`src/rtl/guess_scorer_pkg.sv`:
```
// ============================================================================
// guess_scorer_pkg : shared letter/colour codes, FSM states, slot helper
// Revision: 1.0
// ============================================================================
`default_nettype none

package guess_scorer_pkg;

  localparam int          c_slot_w         = 7;
  localparam int          c_letter_w       = 5;
  localparam int          c_slots          = 5;
  localparam logic [4:0]  c_letter_empty   = 5'd26;

  localparam logic [1:0]  c_color_unscored = 2'b00;
  localparam logic [1:0]  c_color_absent   = 2'b01;
  localparam logic [1:0]  c_color_present  = 2'b10;
  localparam logic [1:0]  c_color_correct  = 2'b11;

  localparam logic [34:0] c_empty_row      = {5{c_color_unscored, c_letter_empty}};

  typedef enum logic [1:0] {
    ST_IDLE   = 2'd0,
    ST_GREEN  = 2'd1,
    ST_YELLOW = 2'd2,
    ST_DONE   = 2'd3
  } state_t;

  function automatic logic [4:0] get_letter(input logic [24:0] word, input logic [2:0] idx);
    return word[idx*c_letter_w +: c_letter_w];
  endfunction

endpackage

`default_nettype wire

```
`src/rtl/guess_scorer_if.sv`:
```
// ============================================================================
// guess_scorer_if : row-submit request/response bundle
// Revision: 1.0
// ============================================================================
`default_nettype none

interface guess_scorer_if #(
  parameter int CNT_W = 3
);
  logic             start;
  logic             new_game;
  logic [24:0]      guess;
  logic [24:0]      target;
  logic             busy;
  logic             done;
  logic [34:0]      row_out;
  logic             win;
  logic             game_over;
  logic [CNT_W-1:0] guess_count;

  modport master (
    output start, new_game, guess, target,
    input  busy, done, row_out, win, game_over, guess_count
  );

  modport slave (
    input  start, new_game, guess, target,
    output busy, done, row_out, win, game_over, guess_count
  );
endinterface

`default_nettype wire

```
`src/rtl/guess_scorer_letter_match_finder.sv`:
```
// ============================================================================
// letter_match_finder : lowest unused target slot holding a given letter
// Revision: 1.0
// ============================================================================
`default_nettype none

module letter_match_finder
  import guess_scorer_pkg::*;
(
  input  logic [4:0]  letter,
  input  logic [24:0] target,
  input  logic [4:0]  used,
  output logic        found,
  output logic [2:0]  pos
);

  // Scan high to low so the lowest matching index is the one left standing.
  always_comb begin
    found = 1'b0;
    pos   = 3'd0;
    for (int j = c_slots - 1; j >= 0; j--) begin
      if (!used[j] && (target[j*c_letter_w +: c_letter_w] == letter) &&
          (letter < c_letter_empty)) begin
        found = 1'b1;
        pos   = 3'(j);
      end
    end
  end

endmodule

`default_nettype wire

```
`src/rtl/guess_scorer.sv`:
```
// ============================================================================
// guess_scorer : sequential Wordle row scorer with guess/win/game-over tracking
// Revision: 1.0
// ============================================================================
`default_nettype none

module guess_scorer
  import guess_scorer_pkg::*;
#(
  parameter int MAX_GUESSES = 6,
  parameter int CNT_W       = 3
) (
  input  logic           logicclk,
  input  logic           clr,
  guess_scorer_if.slave  bus
);

  localparam logic [CNT_W-1:0] c_max_guesses = CNT_W'(MAX_GUESSES);

  state_t             r_state;
  state_t             w_state_next;
  logic [2:0]         r_idx;
  logic [24:0]        r_guess;
  logic [24:0]        r_target;
  logic [4:0]         r_green;
  logic [4:0]         r_used;
  logic [4:0][1:0]    r_colors;
  logic [34:0]        r_row;
  logic               r_done;
  logic               r_win;
  logic               r_game_over;
  logic [CNT_W-1:0]   r_count;

  logic               w_accept;
  logic               w_idx_last;
  logic [4:0]         w_g_letter;
  logic [4:0]         w_t_letter;
  logic               w_found;
  logic [2:0]         w_pos;
  logic [34:0]        w_row;
  logic [CNT_W-1:0]   w_count_next;
  logic               w_win;

  assign w_g_letter   = get_letter(r_guess, r_idx);
  assign w_t_letter   = get_letter(r_target, r_idx);
  assign w_idx_last   = (r_idx == 3'd4);
  assign w_accept     = bus.start && !r_game_over;
  assign w_win        = &r_green;
  assign w_count_next = (r_count == c_max_guesses) ? r_count : r_count + 1'b1;

  letter_match_finder u_finder (
    .letter (w_g_letter),
    .target (r_target),
    .used   (r_used),
    .found  (w_found),
    .pos    (w_pos)
  );

  for (genvar i = 0; i < c_slots; i++) begin : g_row
    assign w_row[i*c_slot_w +: c_slot_w] = {r_colors[i], r_guess[i*c_letter_w +: c_letter_w]};
  end

  always_ff @(posedge logicclk or posedge clr) begin
    if (clr) r_state <= ST_IDLE;
    else     r_state <= w_state_next;
  end

  always_comb begin
    w_state_next = r_state;
    case (r_state)
      ST_IDLE:   if (w_accept)   w_state_next = ST_GREEN;
      ST_GREEN:  if (w_idx_last) w_state_next = ST_YELLOW;
      ST_YELLOW: if (w_idx_last) w_state_next = ST_DONE;
      ST_DONE:                   w_state_next = ST_IDLE;
      default:                   w_state_next = ST_IDLE;
    endcase
    if (bus.new_game) w_state_next = ST_IDLE;
  end

  always_ff @(posedge logicclk or posedge clr) begin
    if (clr) begin
      r_idx       <= 3'd0;
      r_guess     <= '0;
      r_target    <= '0;
      r_green     <= '0;
      r_used      <= '0;
      r_colors    <= '0;
      r_row       <= c_empty_row;
      r_done      <= 1'b0;
      r_win       <= 1'b0;
      r_game_over <= 1'b0;
      r_count     <= '0;
    end else begin
      r_done <= 1'b0;
      if (bus.new_game) begin
        r_idx       <= 3'd0;
        r_row       <= c_empty_row;
        r_win       <= 1'b0;
        r_game_over <= 1'b0;
        r_count     <= '0;
      end else begin
        case (r_state)
          ST_IDLE: begin
            if (w_accept) begin
              r_guess  <= bus.guess;
              r_target <= bus.target;
              r_green  <= '0;
              r_used   <= '0;
              r_colors <= '0;
              r_idx    <= 3'd0;
            end
          end
          ST_GREEN: begin
            if ((w_g_letter == w_t_letter) && (w_g_letter < c_letter_empty)) begin
              r_green[r_idx] <= 1'b1;
              r_used[r_idx]  <= 1'b1;
            end
            r_idx <= w_idx_last ? 3'd0 : r_idx + 3'd1;
          end
          ST_YELLOW: begin
            if (r_green[r_idx]) begin
              r_colors[r_idx] <= c_color_correct;
            end else if (w_found) begin
              r_used[w_pos]   <= 1'b1;
              r_colors[r_idx] <= c_color_present;
            end else begin
              r_colors[r_idx] <= c_color_absent;
            end
            r_idx <= w_idx_last ? 3'd0 : r_idx + 3'd1;
          end
          ST_DONE: begin
            r_row       <= w_row;
            r_done      <= 1'b1;
            r_win       <= w_win;
            r_count     <= w_count_next;
            r_game_over <= w_win || (w_count_next == c_max_guesses);
          end
          default: ;
        endcase
      end
    end
  end

  assign bus.busy        = (r_state != ST_IDLE);
  assign bus.done        = r_done;
  assign bus.row_out     = r_row;
  assign bus.win         = r_win;
  assign bus.game_over   = r_game_over;
  assign bus.guess_count = r_count;

endmodule

`default_nettype wire

```
`src/flat_wrapper.sv`:
```
// flat-port wrapper written by rule: the top's interface ports become plain ports
module guess_scorer_flat import guess_scorer_pkg::*;
#(
  parameter int MAX_GUESSES = 6,
  parameter int CNT_W       = 3
)
  (logicclk, clr, bus_start, bus_new_game, bus_guess, bus_target, bus_busy, bus_done, bus_row_out, bus_win, bus_game_over, bus_guess_count);
  guess_scorer_if #(.CNT_W(CNT_W)) bus_i ();
  input  logic logicclk;
  input  logic clr;
  input wire logic [$bits(bus_i.start)-1:0] bus_start;
  input wire logic [$bits(bus_i.new_game)-1:0] bus_new_game;
  input wire logic [$bits(bus_i.guess)-1:0] bus_guess;
  input wire logic [$bits(bus_i.target)-1:0] bus_target;
  output wire logic [$bits(bus_i.busy)-1:0] bus_busy;
  output wire logic [$bits(bus_i.done)-1:0] bus_done;
  output wire logic [$bits(bus_i.row_out)-1:0] bus_row_out;
  output wire logic [$bits(bus_i.win)-1:0] bus_win;
  output wire logic [$bits(bus_i.game_over)-1:0] bus_game_over;
  output wire logic [$bits(bus_i.guess_count)-1:0] bus_guess_count;
  assign bus_i.start = bus_start;
  assign bus_i.new_game = bus_new_game;
  assign bus_i.guess = bus_guess;
  assign bus_i.target = bus_target;
  assign bus_busy = bus_i.busy;
  assign bus_done = bus_i.done;
  assign bus_row_out = bus_i.row_out;
  assign bus_win = bus_i.win;
  assign bus_game_over = bus_i.game_over;
  assign bus_guess_count = bus_i.guess_count;
  guess_scorer #(.MAX_GUESSES(MAX_GUESSES), .CNT_W(CNT_W)) u_core (.logicclk(logicclk), .clr(clr), .bus(bus_i));
endmodule
```
`config.mk`:
```
export PLATFORM = sky130hd
export DESIGN_NAME = guess_scorer_flat
export DESIGN_NICKNAME = d
export VERILOG_FILES = /design/src/rtl/guess_scorer_pkg.sv /design/src/rtl/guess_scorer_if.sv /design/src/rtl/guess_scorer_letter_match_finder.sv /design/src/rtl/guess_scorer.sv /design/src/flat_wrapper.sv
export SDC_FILE = /design/constraint.sdc
export NUM_CORES = 1
export LEC_CHECK = 0
export ABC_AREA = 1
export ABC_CLOCK_PERIOD_IN_PS = 4400
export BUFFER_PORTS_ARGS = -buffer_cell sky130_fd_sc_hd__buf_2
export CAP_MARGIN = 30
export CORE_MARGIN = 1.5
export CORE_UTILIZATION = 42
export CTS_CLUSTER_DIAMETER = 150
export DETAILED_ROUTE_END_ITERATION = 16
export SLEW_MARGIN = 25
export SYNTH_ARGS = -nofsm -noshare
export SYNTH_HDL_FRONTEND = slang
export SYNTH_SLANG_ARGS = --single-unit
export TNS_END_PERCENT = 100
```
`constraint.sdc`:
```
create_clock -name logicclk -period 4.4 [get_ports logicclk]
set_input_delay 0.44 -clock logicclk [delete_from_list [all_inputs] [get_ports logicclk]]
set_output_delay 0.44 -clock logicclk [all_outputs]
set_load 0.03 [all_outputs]
```
==> impl_metrics.csv <==
group,metric,value,unit
power,pwr_density_cell,745,nW/um2
logic_synthesis,synthCells,778,
logic_synthesis,synth_edf_count,0,
critical_path,cp.required,4.68,ns
global_routing,grt_pass1_wl,26500,um
die,coreArea,14000,um2
critical_path,criticalPathCategory,"register to register",
logic_synthesis,syn_area,6110,um2
logic_synthesis,synth_seq_cells,116,
timing,maxSlewViolCount,0,
cells_and_area,nFillCells,1391,
critical_path,crit_arrival,3.17,ns
cts,numCtsBuffers,17,
cells_and_area,syn_to_final_growth,20.1,%
power,power.leakage,0.00367,uW
timing,rsz0062_at_grt,"false",
cts,cts_root_buf,"clkbuf_16",
cts,cts_tree,"done",
die,rows,43,
drt,drt_pass1_iterations,5,
global_routing,grt_max_degree,63,
power,seq_power_share,30.7,%
cells_and_area,final_common_cell,"nand2_1",
cts,postCtsHoldBufs,0,
power,internal_power,3070,uW
cells_and_area,layout_common_cells,"nand2_1, dfrtp_1, buf_2, inv_1, o21ai_0",
global_routing,grt-ovfl-total,0,
logic_synthesis,ys_seq_area_share,47.8,%
logic_synthesis,syn-num-nets,840,
placement,portBuffers,95,
power,power.share.switching,43.8,%
cts,clock-sinks,116,
logic_synthesis,synth_top_area_cell,"dfrtp_1",
cells_and_area,diodes,0,
drt,drc_errors,0,
die,die_width,124,um
drt,vias_per_cell,5.03,
cts,cts-resized-gates,0,
critical_path,end_kind,"register",
logic_synthesis,ys.flop_type,"dfrtp_1",
die,die_y,124,um
logic_synthesis,yosys-top-cells-area,"dfrtp_1, nand2_1, o21ai_0, dfstp_2, inv_1",
drt,vias,5365,
cells_and_area,nets,936,
logic_synthesis,async_reset_ff_share,100,%
logic_synthesis,synth_top_area_share,41.4,%
global_routing,grt_pass1_vias,5254,
die,ios,96,
drt,routed_wl,16100,um
cells_and_area,drive_gt1_share,22.2,%
die,start_util,43.5,%
placement,placed_area,6750,um2
placement,hpwl,11700,um
logic_synthesis,syn_avg_cell_area,7.85,um2
cts,htreeDepth,4,
timing,final.period_utilization,65.6,%
timing,fmax,347,MHz
timing,hold_viol,0,
hold_path,hp-class,"primary input to asynchronous set/reset pin",
global_routing,antenna_found_initial,0,
timing,setup_violations,0,
critical_path,cp_max_fo,17,
power,vdd_drop_max,0.300,mV
critical_path,start_kind,"register",
flow_run,max-cap-violations,0,
power,pwr-share-comb,43.7,%
die,die_area,15300,um2
logic_synthesis,ys.warnings.count,0,
timing,finalClockSkew,0.00548,ns
power,pwr-share-clk,25.6,%
cts,clk_latency,0.42,ns
global_routing,grt_usage,22.9,%
cts,post_cts_buffers,0,
timing,relSlewSlack,48.0,%
cts,clockBufferDepth,2,
timing,tightest_slew,0.779,ns
drt,drtIter0Drc,362,
drt,ant_nets,0,
cells_and_area,finalInstanceArea,7340,um2
power,power.switching,2400,uW
timing,fin_crit,2.89,ns
drt,wl_per_cell,15.0,um
placement,place.gp.congestion,0.872,
cts,cts.reportedPaths.clkPinSlew,0.05,ns
timing,fin_setup_tns,0,ns
logic_synthesis,yosysUniqueCellTypes,41,
outcome,status,"complete, no violations",
cells_and_area,final_util,52.3,%
power groups by stage:
stage | Clock, uW | Sequential [uW] | Combinational, uW
after global routing | 1470 | 1720 | 2710
after floorplan | 0 | 1680 | 1780
after CTS | 1420 | 1680 | 2390
after global placement | 0 | 1680 | 2340
final | 1400 | 1680 | 2390
after detailed placement | 0 | 1690 | 2380
cell usage after synthesis (10+ instances only):
library cell / number
dfrtp_1: 101
nand4_1: 15
nor2_4: 10
nand3_1: 38
inv_2: 10
clkbuf_1: 12
o21ai_0: 86
inv_1: 95
nand2_1: 219
a21oi_1: 32
nor2_1: 61
dfstp_2: 15
registers in the layout, summed over array words and instances, names as in the netlist:
register	cells
u_core.bus.row_out	35
u_core.r_state	2
u_core.bus.guess_count	3
u_core.bus.win	1
u_core.r_used	5
u_core.r_green	5
u_core.bus.game_over	1
u_core.r_guess	25
u_core.r_colors	10
u_core.r_target	25
u_core.bus.done	1
u_core.r_idx	3
logic make-up (layout without fill, tap and decap cells):
kind of cell             after synthesis  after routing  synth area share (%)
AND/OR/NAND/NOR                      370            370                  27.4
AO/OA/AOI/OAI                        144            144                  13.0
buffers and inverters                133            242                  9.13
flip-flops                           116            116                  47.8
adder cells (fa/ha/maj)                8              8                  1.64
XOR/XNOR                               7              7                  1.00
layout make-up:
class	instances	area [um2]	share of cell area, %
Clock inverter	10	131	1.79
Tap cell	180	225	3.07
Sequential cell	116	2920	39.8
Multi-Input combinational cell	529	2640	35.9
Inverter	110	428	5.83
Timing Repair Buffer	100	533	7.26
Clock buffer	22	464	6.32
through the flow:
step / power [uW] / setup slack [ns] / hold slack, ns / instances
after floorplan: 3460 / 0.912 / 0.449 / 778
after global placement: 4020 / 1.55 / 0.459 / 1034
after detailed placement: 4070 / 1.54 / 0.469 / 1035
after CTS: 5490 / 1.51 / 0.0664 / 1067
after global routing: 5910 / 1.20 / 0.0871 / 1067
final: 5470 / 1.51 / 0.0499 / 1067
routing by layer:
layer | vias up | track usage, % | share of wire [%]
met5 | - | 0 | 0
li1 | 2675 | - | -
met2 | 147 | 36.1 | 46
met1 | 2516 | 30.9 | 47
met4 | 0 | 9.48 | 2.3
met3 | 27 | 4.40 | 5.2
worst max-delay path, stage by stage, from the launching register on:
cell	delay (ns)
dfrtp_1	0.84
inv_8	0.14
nand3_2	0.29
o21ai_2	0.12
nor2_4	0.29
nand2_2	0.10
nand2_4	0.13
nand3_1	0.14
nor2_2	0.18
nor2_4	0.07
inv_2	0.08
nor2_4	0.05
inv_4	0.08
nand3_1	0.07
nand3_1	0.08
o21ai_0	0.10
path summary, 6_finish.rpt:
path,cells after the start,slack (ns),end,startpoint
worst max-delay path,15,1.51,u_core.r_colors[8],u_core.r_idx[0]
worst min-delay path,2,0.05,u_core.bus.row_out[23],clr
worst max register to register,15,1.51,u_core.r_colors[8],u_core.r_idx[0]
worst min register to register,2,0.48,u_core.bus.row_out[6],u_core.bus.row_out[6]
max in group asynchronous,4,3.25,u_core.r_used[4],clr
min in group logicclk,3,0.22,u_core.r_target[20],bus_target[20]
Power figures use the tool's default switching activity.
